`src/rtl/countdown_sequencer.sv`:
```
// Parametrised countdown sequencer: N_STEPS display steps of FRAMES_PER_STEP
// frame ticks each, then holds and raises the gameplay start level.
module countdown_sequencer #(
    parameter int                   N_STEPS         = 4,
    parameter int                   FRAMES_PER_STEP = 60,
    parameter int                   CW              = 6,
    parameter int                   SW              = 3,
    parameter logic [8*N_STEPS-1:0] STEP_COLORS     = {8'b011_100_01, 8'b111_000_11,
                                                       8'b010_100_11, 8'b010_001_10},
    parameter logic [7:0]           BG_COLOR        = 8'b111_111_11,
    parameter bit                   SHOW_IN_HOLD    = 1'b0
) (
    input  logic               clk,
    input  logic               reset_n,
    input  logic               frame_tick,
    input  logic               count_can_start,
    input  logic               pause,
    input  logic [N_STEPS-1:0] text_hit,
    output logic [SW-1:0]      step_idx,
    output logic               step_active,
    output logic               trigger_gameplay_start,
    output logic               done_pulse,
    output logic [7:0]         pixel_color
);

    typedef enum logic [1:0] {IDLE, RUN, HOLD} state_t;

    localparam logic [CW-1:0] LAST_FRAME = CW'(FRAMES_PER_STEP - 1);
    localparam logic [SW-1:0] LAST_STEP  = SW'(N_STEPS - 1);
    localparam logic [7:0]    LAST_COLOR = STEP_COLORS[8*(N_STEPS-1) +: 8];

    state_t        state;
    logic [CW-1:0] frame_cnt;
    logic          cur_hit;
    logic [7:0]    cur_color;
    logic [7:0]    next_pix;

    // Only the current step's hit bit and colour matter.
    always_comb begin
        cur_hit   = 1'b0;
        cur_color = BG_COLOR;
        for (int i = 0; i < N_STEPS; i++) begin
            if (step_idx == SW'(i)) begin
                cur_hit   = text_hit[i];
                cur_color = STEP_COLORS[8*i +: 8];
            end
        end
    end

    always_comb begin
        next_pix = BG_COLOR;
        if (count_can_start) begin
            if (state == RUN && cur_hit)
                next_pix = cur_color;
            else if (state == HOLD && SHOW_IN_HOLD && text_hit[N_STEPS-1])
                next_pix = LAST_COLOR;
        end
    end

    always_ff @(posedge clk or negedge reset_n) begin
        if (!reset_n) begin
            state                  <= IDLE;
            step_idx               <= '0;
            frame_cnt              <= '0;
            step_active            <= 1'b0;
            trigger_gameplay_start <= 1'b0;
            done_pulse             <= 1'b0;
            pixel_color            <= BG_COLOR;
        end else begin
            done_pulse  <= 1'b0;
            pixel_color <= next_pix;
            if (!count_can_start) begin
                state                  <= IDLE;
                step_idx               <= '0;
                frame_cnt              <= '0;
                step_active            <= 1'b0;
                trigger_gameplay_start <= 1'b0;
            end else begin
                case (state)
                    IDLE: begin
                        state       <= RUN;
                        step_idx    <= '0;
                        frame_cnt   <= '0;
                        step_active <= 1'b1;
                    end
                    RUN: begin
                        // Paused ticks are dropped, not queued.
                        if (frame_tick && !pause) begin
                            if (frame_cnt < LAST_FRAME) begin
                                frame_cnt <= frame_cnt + 1'b1;
                            end else begin
                                frame_cnt <= '0;
                                if (step_idx < LAST_STEP) begin
                                    step_idx <= step_idx + 1'b1;
                                end else begin
                                    state                  <= HOLD;
                                    step_active            <= 1'b0;
                                    trigger_gameplay_start <= 1'b1;
                                    done_pulse             <= 1'b1;
                                end
                            end
                        end
                    end
                    HOLD: begin
                    end
                    default: state <= IDLE;
                endcase
            end
        end
    end

endmodule

```
`config.mk`:
```
export PLATFORM = sky130hd
export DESIGN_NAME = countdown_sequencer
export DESIGN_NICKNAME = d
export VERILOG_FILES = /design/src/rtl/countdown_sequencer.sv
export SDC_FILE = /design/constraint.sdc
export NUM_CORES = 1
export LEC_CHECK = 0
export BUFFER_PORTS_ARGS = -buffer_cell sky130_fd_sc_hd__buf_2
export CORE_AREA = 2 2 54 44
export DETAILED_ROUTE_END_ITERATION = 6
export DIE_AREA = 0 0 56 46
export PLACE_DENSITY = 0.89
export SLEW_MARGIN = 20
export SYNTH_ARGS = -nofsm -noshare
export SYNTH_HDL_FRONTEND = slang
export SYNTH_SLANG_ARGS = --single-unit
```
`constraint.sdc`:
```
create_clock -name clk -period 2.7 [get_ports clk]
set_input_delay 0.81 -clock clk [delete_from_list [all_inputs] [get_ports clk]]
set_output_delay 0.81 -clock clk [all_outputs]
set_load 0.02 [all_outputs]
```
==> metrics.cfg, run 1 <==
[status]
outcome = finished clean

[yosys]
yosysSeqAreaShare_pct = 49.5
syn_inst = 102
synth_edf_count = 0
ys.flop_type = dfrtp_1
syn_area_um2 = 1080
avgSynthCellArea_um2 = 10.6
synth-compound-area-share_pct = 19.8
synth_most_common_cell = dfrtp_1
muxShareOfSynthArea_pct = 0.927
async_flop_share_pct = 100
syn_nets = 117
synthAdderAreaFrac_pct = 6.95
yosys.area.top_type = dfrtp_1
ys_top_cells_by_area = dfrtp_1, dfstp_2, ha_1
ys_warn_count = 0
yosys.area_share.xor_xnor_pct = 0.811
ys_seq_elements = 21
synth_top_family_by_area = compound AO/OA/AOI/OAI gates
synth_cell_types = 35
synth_common_cells = dfrtp_1, nand2_1, a21oi_1, dfstp_2
yosys.area_share.simple_pct = 18.8
netlist.area_leader.share_pct = 32.4

[clock_tree]
cts_made_buffers = 3
cts-root-buf = clkbuf_4
htreeDepth = 1
cts_tree = built
post_cts_buffers = 0
path_clk_slew_ns = 0.11
clockBufferDepth = 2
cts_resized = 0
cts_hold_buf = 0
worstSkewPairLatency_ns = 0.30
cts_sinks = 21

[placed_design]
placed_area_um2 = 1200
gp_congestion = 0.782
placed_cells = 146
numPortBuffers = 21
hpwl_mm = 1.53
dp_worst_setup_slack_ns = 0.621

[global_route]
top_usage_layer = met2
antenna_found_initial = 0
grt_util_met3_pct = 5.68
grt_use_met2_pct = 28.2
grt_max_degree = 22
overflow = 0
groute.layer.met1.usage_pct = 20.1
grtUsageTotal_pct = 16.4
grt_pass1_wl_mm = 3.23
grt_pass1_vias = 740

[sta]
fin_crit_ns = 1.80
setup_viol = 0
whs_ns = 0.432
slew_viol_final = 0
totalNegativeSetupSlack_ns = 0
fmax_mhz = 556
tightest_slew_ns = 0.529
fin_skew_ns = 0.00380
setup_slack_ns = 0.902
period_share_pct = 66.6
slew_headroom_pct = 64.8
finalHoldViolCount = 0
rsz0062_at_grt = false

[worst_setup_path]
startpoint_type = register
cp_max_fo = 8
critical_path.cell_chain = buf_2
r2r-end = step_idx[0]
max_stage_delay_ns = 0.48
end_kind = output port
r2r_cells = 5
required_ns = 1.89
cp_top_family = flip-flops
slowest_stage = dfrtp_1
reg2reg_slack_ns = 0.96
worst-path-buf-inv = 1
r2r-start = frame_cnt[0]
arrival_ns = 0.99
path_class = reg -> out

[cells_and_area]
nets = 141
syn2layout_area_growth_pct = 14.0
final_layout_size_suffix_gt1_share_pct = 29.6
finalInstanceArea_um2 = 1230
instances_no_fill = 150
antenna_cells = 0
fin_util_pct = 58.6

[routing]
drc = 0
wl_mm = 1.91
num_vias = 808
drtAntennaViolNets = 0
wl_per_cell_um = 12.7
drt_first_pass_iters = 4
drt_iter0_markers = 13
viasPerCell = 5.39

[die]
die_area_um2 = 2580
die_w_um = 56
rows = 15
die_h_um = 46
initial_utilization_pct = 51.4
ios = 23
coreArea_um2 = 2100

[pwr]
ir_drop_uv = 451
power_density_nw_per_um2 = 476
finalPower_mw = 0.586
p_leak_nw = 0.562

[job]
maxCapViolCount = 0

[min_path]
min_path_type = in -> async

==> registers in the layout, summed over array words and instances, names as in the netlist <==
register                count
frame_cnt                   6
pixel_color                 7
step_idx                    3
step_active                 1
done_pulse                  1
state                       2
trigger_gameplay_start      1
==> kinds of logic (layout without fill, tap and decap cells) <==
group / after synthesis / in the layout
AO/OA/AOI/OAI: 27 / 27
other: 1 / 1
XOR/XNOR: 1 / 1
buffers and inverters: 7 / 30
adder cells (fa/ha/maj): 6 / 6
multiplexers: 1 / 1
AND/OR/NAND/NOR: 38 / 38
flip-flops: 21 / 21
==> cells in the final DEF, fill, tap and decap left out, types with 2 or more instances in the layout <==
cell | synthesis | final
a21oi_1 | 7 | 7
buf_2 | 1 | 21
o21bai_1 | 2 | 2
dfstp_2 | 7 | 7
nand3b_1 | 3 | 3
nand2b_1 | 3 | 3
nand2_1 | 10 | 10
clkbuf_4 | 0 | 3
nor2_1 | 5 | 5
ha_1 | 6 | 6
a21o_1 | 3 | 3
and3b_1 | 2 | 2
nand3_1 | 6 | 6
o21ai_0 | 6 | 6
inv_1 | 5 | 5
nor3_1 | 3 | 3
dfrtp_1 | 14 | 14
==> routing by layer <==
layer | share of wire [%] | routed length, um
met5 | 0 | 0
met4 | 0.63 | 12
met3 | 5.2 | 100
met2 | 48 | 921
met1 | 46 | 872
==> cell type report <==
class | instances | area [um^2]
Clock buffer | 3 | 22.5
Clock inverter | 1 | 5.00
Fill cell | 179 | 871
Inverter | 5 | 18.8
Multi-Input combinational cell | 74 | 514
Sequential cell | 21 | 534
Tap cell | 25 | 31.3
Timing Repair Buffer | 21 | 105
==> worst max-delay path by stage <==
stage	from	to	cells past startpoint
2_1_floorplan	pause	frame_cnt[3]	4
3_3_place_gp	count_can_start	step_idx[0]	5
3_5_place_dp	count_can_start	step_idx[0]	5
4_1_cts	step_idx[0]	step_idx[0]	1
5_1_grt	frame_cnt[0]	step_idx[0]	5
6_report	step_idx[0]	step_idx[0]	1
==> power breakdown <==
group / internal [mW] / total [mW] / leakage, nW / switching (mW)
registers: 0.332 / 0.341 / 0.263 / 0.00978
clock network: 0.0552 / 0.148 / 0.0177 / 0.0924
logic: 0.0367 / 0.0968 / 0.281 / 0.0601
Note: power is estimated with default switching activity, not from simulation.
==> run 2, diff against run 1 <==
- ABC_AREA: unset -> 1
- CORE_AREA: 2 2 54 44 -> 2 2 58 46
- DIE_AREA: 0 0 56 46 -> 0 0 60 48
- PLACE_DENSITY: 0.89 -> 0.85
- clock period: 2.7 -> 1.7 ns (I/O delays scaled with it)
==> run 2 against run 1 <==
Compared with the run above:
- combinational power rose to 7.6 times the previous value
- critical endpoint unchanged
- register-to-register slack worse by 0.73 ns
- worst setup slack worse by 0.71 ns
- first-iteration DRC count up 85%
- die area up 12%
- core utilization up 0.22 points
- synthesized cell count up 50%
- sequential share of layout area down 3.4 points
- routed wire length up 14%
- total power rose to 2.9 times the previous value
==> metrics.cfg, run 2 <==
[status]
outcome = finished clean

[sta]
fin_crit_ns = 1.51
period_share_pct = 88.9
whs_ns = 0.147  ; -0.286 ns
fmax_mhz = 662
totalNegativeSetupSlack_ns = 0  ; unchanged
rsz0062_at_grt = false
slew_viol_final = 0  ; unchanged
setup_viol = 0  ; unchanged
finalHoldViolCount = 0  ; unchanged
fin_skew_ns = 0.00339  ; -0.000404 ns

[worst_setup_path]
startpoint_type = register
cp_max_fo = 7  ; -1
path_class = reg -> out
max_stage_delay_ns = 0.48  ; about the same
required_ns = 1.19  ; -0.70 ns
arrival_ns = 1.00  ; about the same
slowest_stage = dfrtp_1
critical_path.cell_chain = buf_2
end_kind = output port
cp_top_family = flip-flops
worst-path-buf-inv = 1  ; unchanged

[pwr]
intPower_mw = 0.944  ; +120%
p_leak_nw = 0.727  ; +29%
power_density_nw_per_um2 = 1250  ; +160%
clockPowerShare_pct = 13.9  ; -11 points
p_seq_share_pct = 42.0  ; -16 points
finalPower_mw = 1.67  ; +190%
sw_frac_of_total_pct = 43.5  ; +16 points
ir_drop_uv = 632  ; +40%
power_switching_mw = 0.728  ; +350%
p_comb_share_pct = 44.1  ; +28 points

[cells_and_area]
final_cell_mix = nand2_1, inv_1, buf_2
final_layout_size_suffix_gt1_share_pct = 21.5  ; -8.1 points
largest_reg_flops = 7  ; unchanged
nets = 193  ; +37%
regMostFlops = pixel_color
nFillCells = 216  ; +21%
fin_util_pct = 58.8  ; +0.22 points
syn2layout_area_growth_pct = 14.4
finalInstanceArea_um2 = 1340  ; +8.4%
antenna_cells = 0  ; unchanged
reg_top3 = pixel_color x7, frame_cnt x6, step_idx x3
mostFrequentLayoutCell = nand2_1

[routing]
drt_iter0_markers = 24  ; +11
drc = 0  ; unchanged
drtAntennaViolNets = 0  ; unchanged
num_vias = 1037  ; +28%
viasPerCell = 4.91  ; -8.8%
wl_per_cell_um = 10.3  ; -19%
wl_mm = 2.17  ; +14%
drt_first_pass_iters = 5  ; +1

[global_route]
grt_max_degree = 22  ; unchanged
grt_pass1_vias = 874  ; +18%
overflow = 0  ; unchanged
antenna_found_initial = 0  ; unchanged
grtUsageTotal_pct = 16.3  ; -0.069 points
grt_pass1_wl_mm = 3.45  ; +6.8%

[die]
die_h_um = 48  ; +4.3%
die_w_um = 60  ; +7.1%
die_area_um2 = 2880  ; +12%
ios = 23  ; unchanged
rows = 15  ; unchanged
initial_utilization_pct = 51.4  ; about the same
coreArea_um2 = 2270  ; +8.0%

[min_path]
min_path_type = in -> async

[yosys]
synth_cell_types = 17  ; -51%
ys_warn_count = 0  ; unchanged
ys_seq_elements = 21  ; unchanged
synth_edf_count = 0  ; unchanged
syn_inst = 153  ; +50%
avgSynthCellArea_um2 = 7.63  ; -28%
yosysSeqAreaShare_pct = 45.8  ; -3.7 points
ys_top_cells_by_area = dfrtp_1, dfstp_2, nand2_1
yosys.area.top_type = dfrtp_1
syn_nets = 168  ; +44%
synth_most_common_cell = nand2_1
async_flop_share_pct = 100  ; unchanged
ys.flop_type = dfrtp_1
synth_common_cells = nand2_1, inv_1, nor2_1
netlist.area_leader.share_pct = 30.0  ; -2.4 points
syn_area_um2 = 1170  ; +8.1%

[clock_tree]
cts_made_buffers = 3  ; unchanged
cts_hold_buf = 0  ; unchanged
clockBufferDepth = 2  ; unchanged
worstSkewPairLatency_ns = 0.30  ; about the same
cts-root-buf = clkbuf_4
post_cts_buffers = 0  ; unchanged
path_clk_slew_ns = 0.11  ; about the same
cts_tree = built
cts_resized = 0  ; unchanged
cts_sinks = 21  ; unchanged
htreeDepth = 1  ; unchanged

[placed_design]
gp_congestion = 0.903  ; +15%
placed_area_um2 = 1310  ; +8.6%
hpwl_mm = 1.74  ; +14%
numPortBuffers = 21  ; unchanged

[job]
maxCapViolCount = 0  ; unchanged

## run 2: changes by cell type after synthesis, sizes merged, moves of 3 or more
| cell | delta |
|---|---|
| nand3b | -3 |
| a21oi | -5 |
| nor2 | +15 |
| nand3 | +6 |
| nand2b | -3 |
| nand4 | +13 |
| a21o | -3 |
| nor3 | -3 |
| inv | +17 |
| and2 | -3 |
| nand2 | +39 |
| o21ai | -3 |
## run 2: final timing paths
kind                            cells after the start          from  slack [ns]        endpoint
worst min register to register                      2   step_active        0.49     step_active
worst max register to register                      6  frame_cnt[0]        0.23    frame_cnt[2]
worst min-delay path                                1       reset_n        0.15     step_idx[1]
max in group asynchronous                           1       reset_n        1.20  pixel_color[4]
min in group clk                                    2   text_hit[3]        0.39  pixel_color[1]
worst max-delay path                                1   step_idx[0]        0.19     step_idx[0]
## run 2: cell type report
| cell class | count | area [um^2] | area share, % |
|---|---|---|---|
| well taps | 34 | 42.5 | 3.19 |
| flip-flops and latches | 21 | 534 | 40.0 |
| clock buffers | 3 | 22.5 | 1.69 |
| clock inverters | 1 | 5.00 | 0.375 |
| multi-input cells | 108 | 536 | 40.1 |
| repair buffers | 22 | 113 | 8.43 |
| inverters | 22 | 82.6 | 6.19 |
## run 2: per-stage QoR
step	worst slack [ns]	cells
after global routing	0.0955	211
after floorplan	0.279	153
after CTS	0.191	211
after global placement	0.278	207
final	0.189	211
after detailed placement	0.206	207
## run 2: cell families after synthesis
kind of cell               count (synthesis)  share of synthesized area [%]
AOI/OAI and AO/OA                          6                           2.57
DFF                                       21                           45.8
buffers and inverters                     24                           8.36
adders and majority gates                  6                           6.43
and+or+nand+nor                           95                           36.5
other                                      1                          0.321
## run 2: layer usage
metal | vias to the layer above | track usage [%] | wire length, um
li1 | 530 | - | -
met1 | 489 | 20.5 | 1030
met2 | 14 | 28.0 | 1050
met3 | 4 | 4.59 | 65
met4 | 0 | 4.44 | 21
met5 | - | 0 | 0
## run 2: power by group through the flow
stage	registers, mW	logic, mW	clock network (mW)
floorplan	0.774	0.479	0
global placement	0.704	0.709	0
detailed placement	0.710	0.735	0
CTS	0.700	0.738	0.240
global route	0.715	0.838	0.256
finish	0.702	0.737	0.233
